<file path="src/rtl/guess_pkg.sv">
// Shared types and constants for the player-side guess-game interface.
package guess_pkg;

   typedef enum logic [1:0] {
      WAIT_REL = 2'd0,
      ARMED    = 2'd1,
      PRESSED  = 2'd2,
      RESULT   = 2'd3
   } state_t;

   typedef logic [3:0] btn_t;

   localparam logic [3:0] CNT_MAX = 4'd15;

   function automatic logic is_onehot(input btn_t v);
      return (v != 4'd0) && ((v & (v - 4'd1)) == 4'd0);
   endfunction

endpackage

</file>
<file path="src/rtl/guess_debounce.sv">
// One push-button: 2-FF synchronizer followed by a stable-count debouncer.
module guess_debounce #(
   parameter int unsigned DB_CYCLES = 1_000_000
) (
   input  logic clk,
   input  logic rst,
   input  logic btn_raw,
   output logic db
);

   localparam int unsigned CW = $clog2(DB_CYCLES + 1);
   localparam logic [CW-1:0] CNT_LAST = CW'(DB_CYCLES - 1);

   logic          sync1_q, sync2_q;
   logic          db_q, db_d;
   logic [CW-1:0] cnt_q, cnt_d;

   // Any cycle where the synced value matches db restarts the stability count.
   always_comb begin
      db_d  = db_q;
      cnt_d = '0;
      if (sync2_q != db_q) begin
         if (cnt_q == CNT_LAST) begin
            db_d = sync2_q;
         end else begin
            cnt_d = cnt_q + 1'b1;
         end
      end
   end

   always_ff @(posedge clk or posedge rst) begin
      if (rst) begin
         sync1_q <= 1'b0;
         sync2_q <= 1'b0;
         db_q    <= 1'b0;
         cnt_q   <= '0;
      end else begin
         sync1_q <= btn_raw;
         sync2_q <= sync1_q;
         db_q    <= db_d;
         cnt_q   <= cnt_d;
      end
   end

   assign db = db_q;

endmodule

</file>
<file path="src/rtl/guess_player_if.sv">
// Player-side end of the guess game: debounced one-hot guess pulses out,
// win/lose result hold and saturating tallies in.
module guess_player_if
   import guess_pkg::*;
#(
   parameter int unsigned DB_CYCLES   = 1_000_000,
   parameter int unsigned HOLD_CYCLES = 50_000_000
) (
   input  logic       clk,
   input  logic       rst,
   input  logic [3:0] btn_raw,
   input  logic       win,
   input  logic       lose,
   output logic [3:0] b,
   output logic       res_win,
   output logic       res_lose,
   output logic [3:0] win_cnt,
   output logic [3:0] lose_cnt,
   output logic       busy
);

   localparam int unsigned HW = $clog2(HOLD_CYCLES + 1);
   localparam logic [HW-1:0] HOLD_LAST = HW'(HOLD_CYCLES - 1);

   btn_t          db;
   state_t        state_q, state_d;
   btn_t          b_q, b_d;
   logic          res_win_q, res_win_d;
   logic          res_lose_q, res_lose_d;
   logic [3:0]    win_cnt_q, win_cnt_d;
   logic [3:0]    lose_cnt_q, lose_cnt_d;
   logic [HW-1:0] hold_q, hold_d;

   for (genvar i = 0; i < 4; i++) begin : g_db
      guess_debounce #(
         .DB_CYCLES(DB_CYCLES)
      ) u_db (
         .clk    (clk),
         .rst    (rst),
         .btn_raw(btn_raw[i]),
         .db     (db[i])
      );
   end

   always_comb begin
      state_d    = state_q;
      b_d        = '0;
      res_win_d  = res_win_q;
      res_lose_d = res_lose_q;
      win_cnt_d  = win_cnt_q;
      lose_cnt_d = lose_cnt_q;
      hold_d     = hold_q;

      // A result outranks a simultaneous press; win outranks lose.
      if (state_q != RESULT && (win || lose)) begin
         state_d    = RESULT;
         hold_d     = '0;
         res_win_d  = win;
         res_lose_d = !win;
         if (win) begin
            if (win_cnt_q != CNT_MAX) win_cnt_d = win_cnt_q + 4'd1;
         end else begin
            if (lose_cnt_q != CNT_MAX) lose_cnt_d = lose_cnt_q + 4'd1;
         end
      end else begin
         unique case (state_q)
            WAIT_REL: begin
               if (db == '0) state_d = ARMED;
            end
            ARMED: begin
               if (is_onehot(db)) begin
                  state_d = PRESSED;
                  b_d     = db;
               end else if (db != '0) begin
                  state_d = WAIT_REL;
               end
            end
            PRESSED: begin
               if (db == '0) state_d = ARMED;
            end
            RESULT: begin
               if (hold_q == HOLD_LAST) begin
                  state_d    = WAIT_REL;
                  hold_d     = '0;
                  res_win_d  = 1'b0;
                  res_lose_d = 1'b0;
               end else begin
                  hold_d = hold_q + 1'b1;
               end
            end
            default: state_d = WAIT_REL;
         endcase
      end
   end

   always_ff @(posedge clk or posedge rst) begin
      if (rst) begin
         state_q    <= WAIT_REL;
         b_q        <= '0;
         res_win_q  <= 1'b0;
         res_lose_q <= 1'b0;
         win_cnt_q  <= '0;
         lose_cnt_q <= '0;
         hold_q     <= '0;
      end else begin
         state_q    <= state_d;
         b_q        <= b_d;
         res_win_q  <= res_win_d;
         res_lose_q <= res_lose_d;
         win_cnt_q  <= win_cnt_d;
         lose_cnt_q <= lose_cnt_d;
         hold_q     <= hold_d;
      end
   end

   assign b        = b_q;
   assign res_win  = res_win_q;
   assign res_lose = res_lose_q;
   assign win_cnt  = win_cnt_q;
   assign lose_cnt = lose_cnt_q;
   assign busy     = (state_q != ARMED);

endmodule

</file>
<file path="config.mk">
export PLATFORM = sky130hd
export DESIGN_NAME = guess_player_if
export DESIGN_NICKNAME = d
export VERILOG_FILES = /design/src/rtl/guess_pkg.sv /design/src/rtl/guess_debounce.sv /design/src/rtl/guess_player_if.sv
export SDC_FILE = /design/constraint.sdc
export NUM_CORES = 1
export LEC_CHECK = 0
export CELL_PAD_IN_SITES_DETAIL_PLACEMENT = 0
export CELL_PAD_IN_SITES_GLOBAL_PLACEMENT = 1
export CORE_UTILIZATION = 44
export DETAILED_ROUTE_END_ITERATION = 12
export PLACE_DENSITY = 0.79
export SYNTH_ARGS = -nofsm -noshare
export SYNTH_HDL_FRONTEND = slang
export SYNTH_SLANG_ARGS = --single-unit
</file>
<file path="constraint.sdc">
create_clock -name clk -period 4.4 [get_ports clk]
set_input_delay 0.88 -clock clk [delete_from_list [all_inputs] [get_ports clk]]
set_output_delay 0.88 -clock clk [all_outputs]
set_load 0.01 [all_outputs]
</file>
# Word level (Yosys, flattened, before mapping)
# Index checks and enable logic that the tools add are counted.
# W data, S select, Z words.
classes:
  addsub: 8
  eq_ne: 19
  mux: 24
  bitwise_logic: 2
  n_reduce_logical: 19
op_table:
  columns: ["op", "count"]
  rows:
  - ["$mux W20", 8]
  - ["$add A20 B1 Y20 const B", 4]
  - ["$eq A20 B20 Y1 const B", 4]
  - ["$mux W26", 3]
  - ["$add A26 B1 Y26 const B", 1]
  - ["$eq A26 B26 Y1 const B", 1]
  - ["$mux W4", 3]
  - ["$ne A4 B4 Y1 const B", 3]
  - ["$mux W2", 5]
  - ["$reduce_and A2 Y1", 5]
  - ["$reduce_and A3 Y1", 3]
  - ["$add A4 B1 Y4 const B", 2]
  - ["$logic_not A4 Y1", 2]
  - ["$pmux W2 S3", 1]
  - ["$and A4 B4 Y4", 1]
  - ["$eq A2 B2 Y1 const B", 2]
  - ["$mux W1", 4]
  - ["$ne A1 B1 Y1", 4]
  - ["$reduce_bool A2 Y1", 2]
  - ["$reduce_bool A4 Y1", 1]
  - ["$sub A4 B1 Y4 const B", 1]
  - ["$ne A3 B1 Y1 const B", 1]
  - ["$ne A3 B3 Y1 const B", 1]
  - ["$eq A2 B1 Y1 const B", 1]
  - ["8 further kinds", 9]
word_totals:
  ff_bits: 134
  inputBits: 8
  out_inout_bits: 15
  word_cells: 95

# Longest topological paths before layout
logic_depth:
  word_depth: 7
  mapped_depth: 8
  ltp_nobuf: 6

# By module
# A second synthesis with hierarchy kept.
unflattened:
  hier_cells: 661
  area_unflattened_um2: 6711.4
modules_own_cells:
  columns: ["module", "n_inst", "cells_per_inst", "area_per_inst_um2", "seq_area_each_um2"]
  rows:
  - ["guess_debounce at g_db[0].u_db ...", 3, 107, 1118.6, 575.6]
  - ["guess_player_if", 1, 231, 2242.2, 1051.0]
  - ["guess_debounce at g_db[2].u_db", 1, 109, 1113.6, 575.6]

# Worst setup path after synthesis
# OpenSTA, ideal clock, no wires.
synth_timing:
  path_kind: "reg-to-reg"
  start: "reg g_db[3].u_db.cnt_q[0]"
  end: "reg g_db[3].u_db.cnt_q[10]"
  setup_time_ns: 0.119
  arrival_ns: 1.727
  setup_slack_ns: 2.554
  stages_incl_launch_ff: 8
  path_buffers: 1
  path_cell_list: "dfrtp_1 -> ha_1 -> nand3_1 -> or2_2 -> or3_1 -> nand2_2 -> buf_6 -> nor2_1"
synth_via:
  elab_chain_cells: 3
  word_cells_on_any_way: 4
  classes_between: "1 x add/sub; 1 x eq/ne; 2 x mux"
synth_lines:
  columns: ["item", "line_no", "source"]
  rows:
  - ["start, declared", "guess_debounce.sv:16", "logic [CW-1:0] cnt_q, cnt_d;"]
  - ["start signal, assigned", "guess_debounce.sv:41", "cnt_q <= cnt_d;"]
  - ["$add A20 B1 Y20 or $eq A20 B20 Y1 (tied branches)", "guess_debounce.sv:26, guess_debounce.sv:23", null]
  - ["$mux W20 *", "guess_debounce.sv:23", "if (cnt_q == CNT_LAST) begin"]
  - ["$mux W20 *", "guess_debounce.sv:22", "if (sync2_q != db_q) begin"]
  - ["named net g_db[3].u_db.cnt_d[10]", "guess_debounce.sv:16", null]
# The timed path passes the listed nets; every way through them passes the cells marked *.
# A chain may end at the register's enable or synchronous reset.

# Worst setup path after layout
layout_timing:
  start: "reg state_q[1]"
  end: "out busy"
layout_via:
  elab_chain_cells: 1
layout_lines:
  columns: ["item", "line_no", "source"]
  rows:
  - ["start, declared", "guess_player_if.sv:26", "state_t state_q, state_d;"]
  - ["start signal, assigned", "guess_player_if.sv:106", "state_q <= state_d;"]
  - ["$ne A2 B1 Y1", "guess_player_if.sv:121", "assign busy = (state_q != ARMED);"]
  - ["end, declared", "guess_player_if.sv:19", "output logic busy"]
# No other way between the ends.

==> out/results.ini <==
[drt]
route.detailed.drc = 0
drt_iter0_markers = 232
firstDrtPassIters = 4
ant_nets = 0
via_per_inst = 5.161
totalWireLength_um = 11500
wl_per_cell_um = 13.61
vias = 4361

[die]
num_io_pins = 23
die_w_um = 122.0
die_y_um = 122.0
std_cell_rows = 43
initial_utilization_pct = 45.30
die-area_um2 = 14890
core-area_um2 = 13990

[setup_path]
crit_family = buffers and inverters
reg2reg_slack_ns = 2.06
path_buf_inv = 1
cp_slowest_stage_delay_ns = 0.56
slowest_stage = clkdlybuf4s50_1
cp.arrival_ns = 1.62
worstReg2RegStart = hold_q[0]
reg2regPathDepth = 6
crit_start = state_q[1]
crit_type = flip-flop to primary output
r2r-end = hold_q[17]
end_kind = primary output
critPathMaxFanout = 6
endpoint = busy
startpoint_type = flip-flop
required_ns = 3.52
path_depth = 2
path_cells = nand2b_1 > clkdlybuf4s50_1

[status]
status = finished, final reports clean

[clocking]
cts.clk_slew.worst_paths_ns = 0.06
cts_htree_levels = 4
clkLatencyLatePin_ns = 0.42
cts.repair.resized = 0
cts_buffers = 17
postCtsHoldBufs = 0
post-cts-setup-buffer-count = 0
cts_tree = yes
cts_sinks = 134
clockBufferDepth = 2
cts_root_buf = clkbuf_16

[global_routing]
grt_pass1_vias = 4275
antenna_found_initial = 0
grt_overflow = 0
grt_use_total_pct = 17.33
grt_start_max_net_pins = 101
grt_first_pass_wirelength_um = 20000

[cells_and_area]
diodes = 0
drive_gt1_share_pct = 7.820
final_cell_mix = dfrtp_1, nor2_1, xor2_1, nand2_1, nand3_1
final_util_pct = 52.42
area_growth_pct = 15.70
nets = 667
layout_commonest_cell = dfrtp_1

[timing]
tns_ns = 0
rsz0062_at_grt = no
fin_skew_ns = 0.005861
max_slew_margin_pct = 33.03
post-route-min-period_ns = 2.500
finalMaxSlewViolations = 0
setup_viol = 0
finalHoldViolations = 0
timing.fmax_mhz = 400.0
period_share_pct = 56.82
worstMarginPinSlew_ns = 0.9954

[synthesis]
synth_cell_types = 50
synth-edff-count = 0
synth_nets = 639
synth_seq_cells = 134
yosysSeqAreaShare_pct = 52.91
netlist_area_um2 = 6337
synth_ff_type = dfrtp_1
async_flop_share_pct = 100.0
ys.warnings.count = 0
synth_cells = 624
synth_area_per_cell_um2 = 10.16

[power]
leakage_uw = 0.003213
sw_frac_of_total_pct = 20.91
peakVddDrop_mv = 0.3070
power_frac_seq_pct = 45.2
p_sw_uw = 582.0
cell_internal_pwr_uw = 2202
p_per_area_nw_per_um2 = 379.7
clkPwrFrac_pct = 52.5
comb_power_share_pct = 2.3

[hold_path]
worst_hold_path_type = flip-flop to flip-flop

[place]
hpwl_um = 7738
io_buffers = 22
place_congestion = 0.7557

[flow_run]
cap_violations = 0

## cell usage after synthesis (2+ instances only)
master	n	area share, %
dfrtp_1	134	53
nor2_1	115	6.8
xor2_1	67	9.3
nand2_1	50	3.0
nand3_1	46	3.6
xnor2_1	33	4.6
nand4_1	20	2.0
and3_1	19	1.9
o21ai_0	15	1.2
nor3_1	12	0.95
inv_1	11	0.65
and2_1	8	0.79
and4_1	7	0.97
clkbuf_1	7	0.41
ha_1	7	1.4
nor4_1	7	0.69
mux2_2	6	1.1
nor4b_1	6	0.83
a21oi_1	5	0.39
a21o_1	4	0.47
buf_6	3	0.53
nand2b_1	3	0.30
or2_2	3	0.30
or3_1	3	0.30
a31oi_1	2	0.20
buf_2	2	0.16
buf_4	2	0.24
nor4_4	2	0.67
o21ai_1	2	0.16
o31ai_1	2	0.24
or4b_1	2	0.32
## flip-flops by register name, indices dropped and copies added, names as in the netlist
name and count:
win_cnt 4, state_q 2, res_lose 1, res_win 1, g_db.u_db.cnt_q 80, hold_q 26
lose_cnt 4, g_db.u_db.sync1_q 4, g_db.u_db.sync2_q 4, b 4, g_db.u_db.db 4
## how the worst min path moves through the flow
stage	cells after the start	slack [ns]	startpoint	to
global placement	0	0.33	g_db[3].u_db.sync1_q	g_db[3].u_db.sync2_q
finish	0	0.35	g_db[3].u_db.sync1_q	g_db[3].u_db.sync2_q
CTS	0	0.35	g_db[3].u_db.sync1_q	g_db[3].u_db.sync2_q
detailed placement	0	0.34	g_db[3].u_db.sync1_q	g_db[3].u_db.sync2_q
global route	0	0.35	g_db[3].u_db.sync1_q	g_db[3].u_db.sync2_q
floorplan	0	0.33	g_db[0].u_db.sync1_q	g_db[0].u_db.sync2_q
## power groups by stage
stage	clock (uW)	combinational, uW	sequential [uW]
4_1_cts	1500	67.6	1260
6_report	1460	64.2	1260
2_1_floorplan	0	46.2	1280
3_5_place_dp	0	67.6	1280
3_3_place_gp	0	65.3	1280
5_1_grt	1550	75.8	1260
## area by class of cell
class	instances	area, um^2
Clock buffer	21	470.5
Clock inverter	11	147.6
Timing Repair Buffer	24	247.7
Multi-Input combinational cell	464	2843
Tap cell	180	225.2
Inverter	11	45.04
Fill cell	1227	6656
Sequential cell	134	3353
## through the flow
step                      hold WS (ns)  instances  total power (uW)  cell area [um^2]  setup slack [ns]
final                           0.3473        845              2784              7332             1.900
after global routing            0.3533        845              2889              7332             1.782
after CTS                       0.3489        845              2820              7332             1.882
after detailed placement        0.3356        813              1347              6714             1.623
after global placement          0.3342        813              1345              6714             1.684
after floorplan                 0.3312        624              1323              6341             1.855
## per-layer routing
layer  vias up  global-route usage (%)  share of wire, %  routed length (um)
met4         0                   8.025               1.9                 217
met2        37                   26.38                47                5379
met1      2133                   23.09                49                5609
met3        20                   4.448               2.6                 296
li1       2171                       -                 -                   -
met5         -                       0                 0                   0
## worst register-to-register path, delay by kind of cell, from the launching register on
| family | cells | cell delay (ns) |
|---|---|---|
| compound gates | 1 | 0.34 |
| flops | 1 | 0.41 |
| fa+ha+maj | 1 | 0.22 |
| simple gates | 4 | 1.24 |
## kinds of logic (layout without fill, tap and decap cells)
logic type / count (synthesis) / after routing / synth area share [%]
AO/OA/AOI/OAI: 35 / 35 / 3.514
XOR/XNOR: 100 / 100 / 13.82
adder cells (fa/ha/maj): 7 / 7 / 1.382
buffers and inverters: 26 / 67 / 2.231
flip-flops: 134 / 134 / 52.91
multiplexers: 6 / 6 / 1.066
AND/OR/NAND/NOR: 316 / 316 / 25.07
Note: power is estimated with default switching activity, not from simulation.
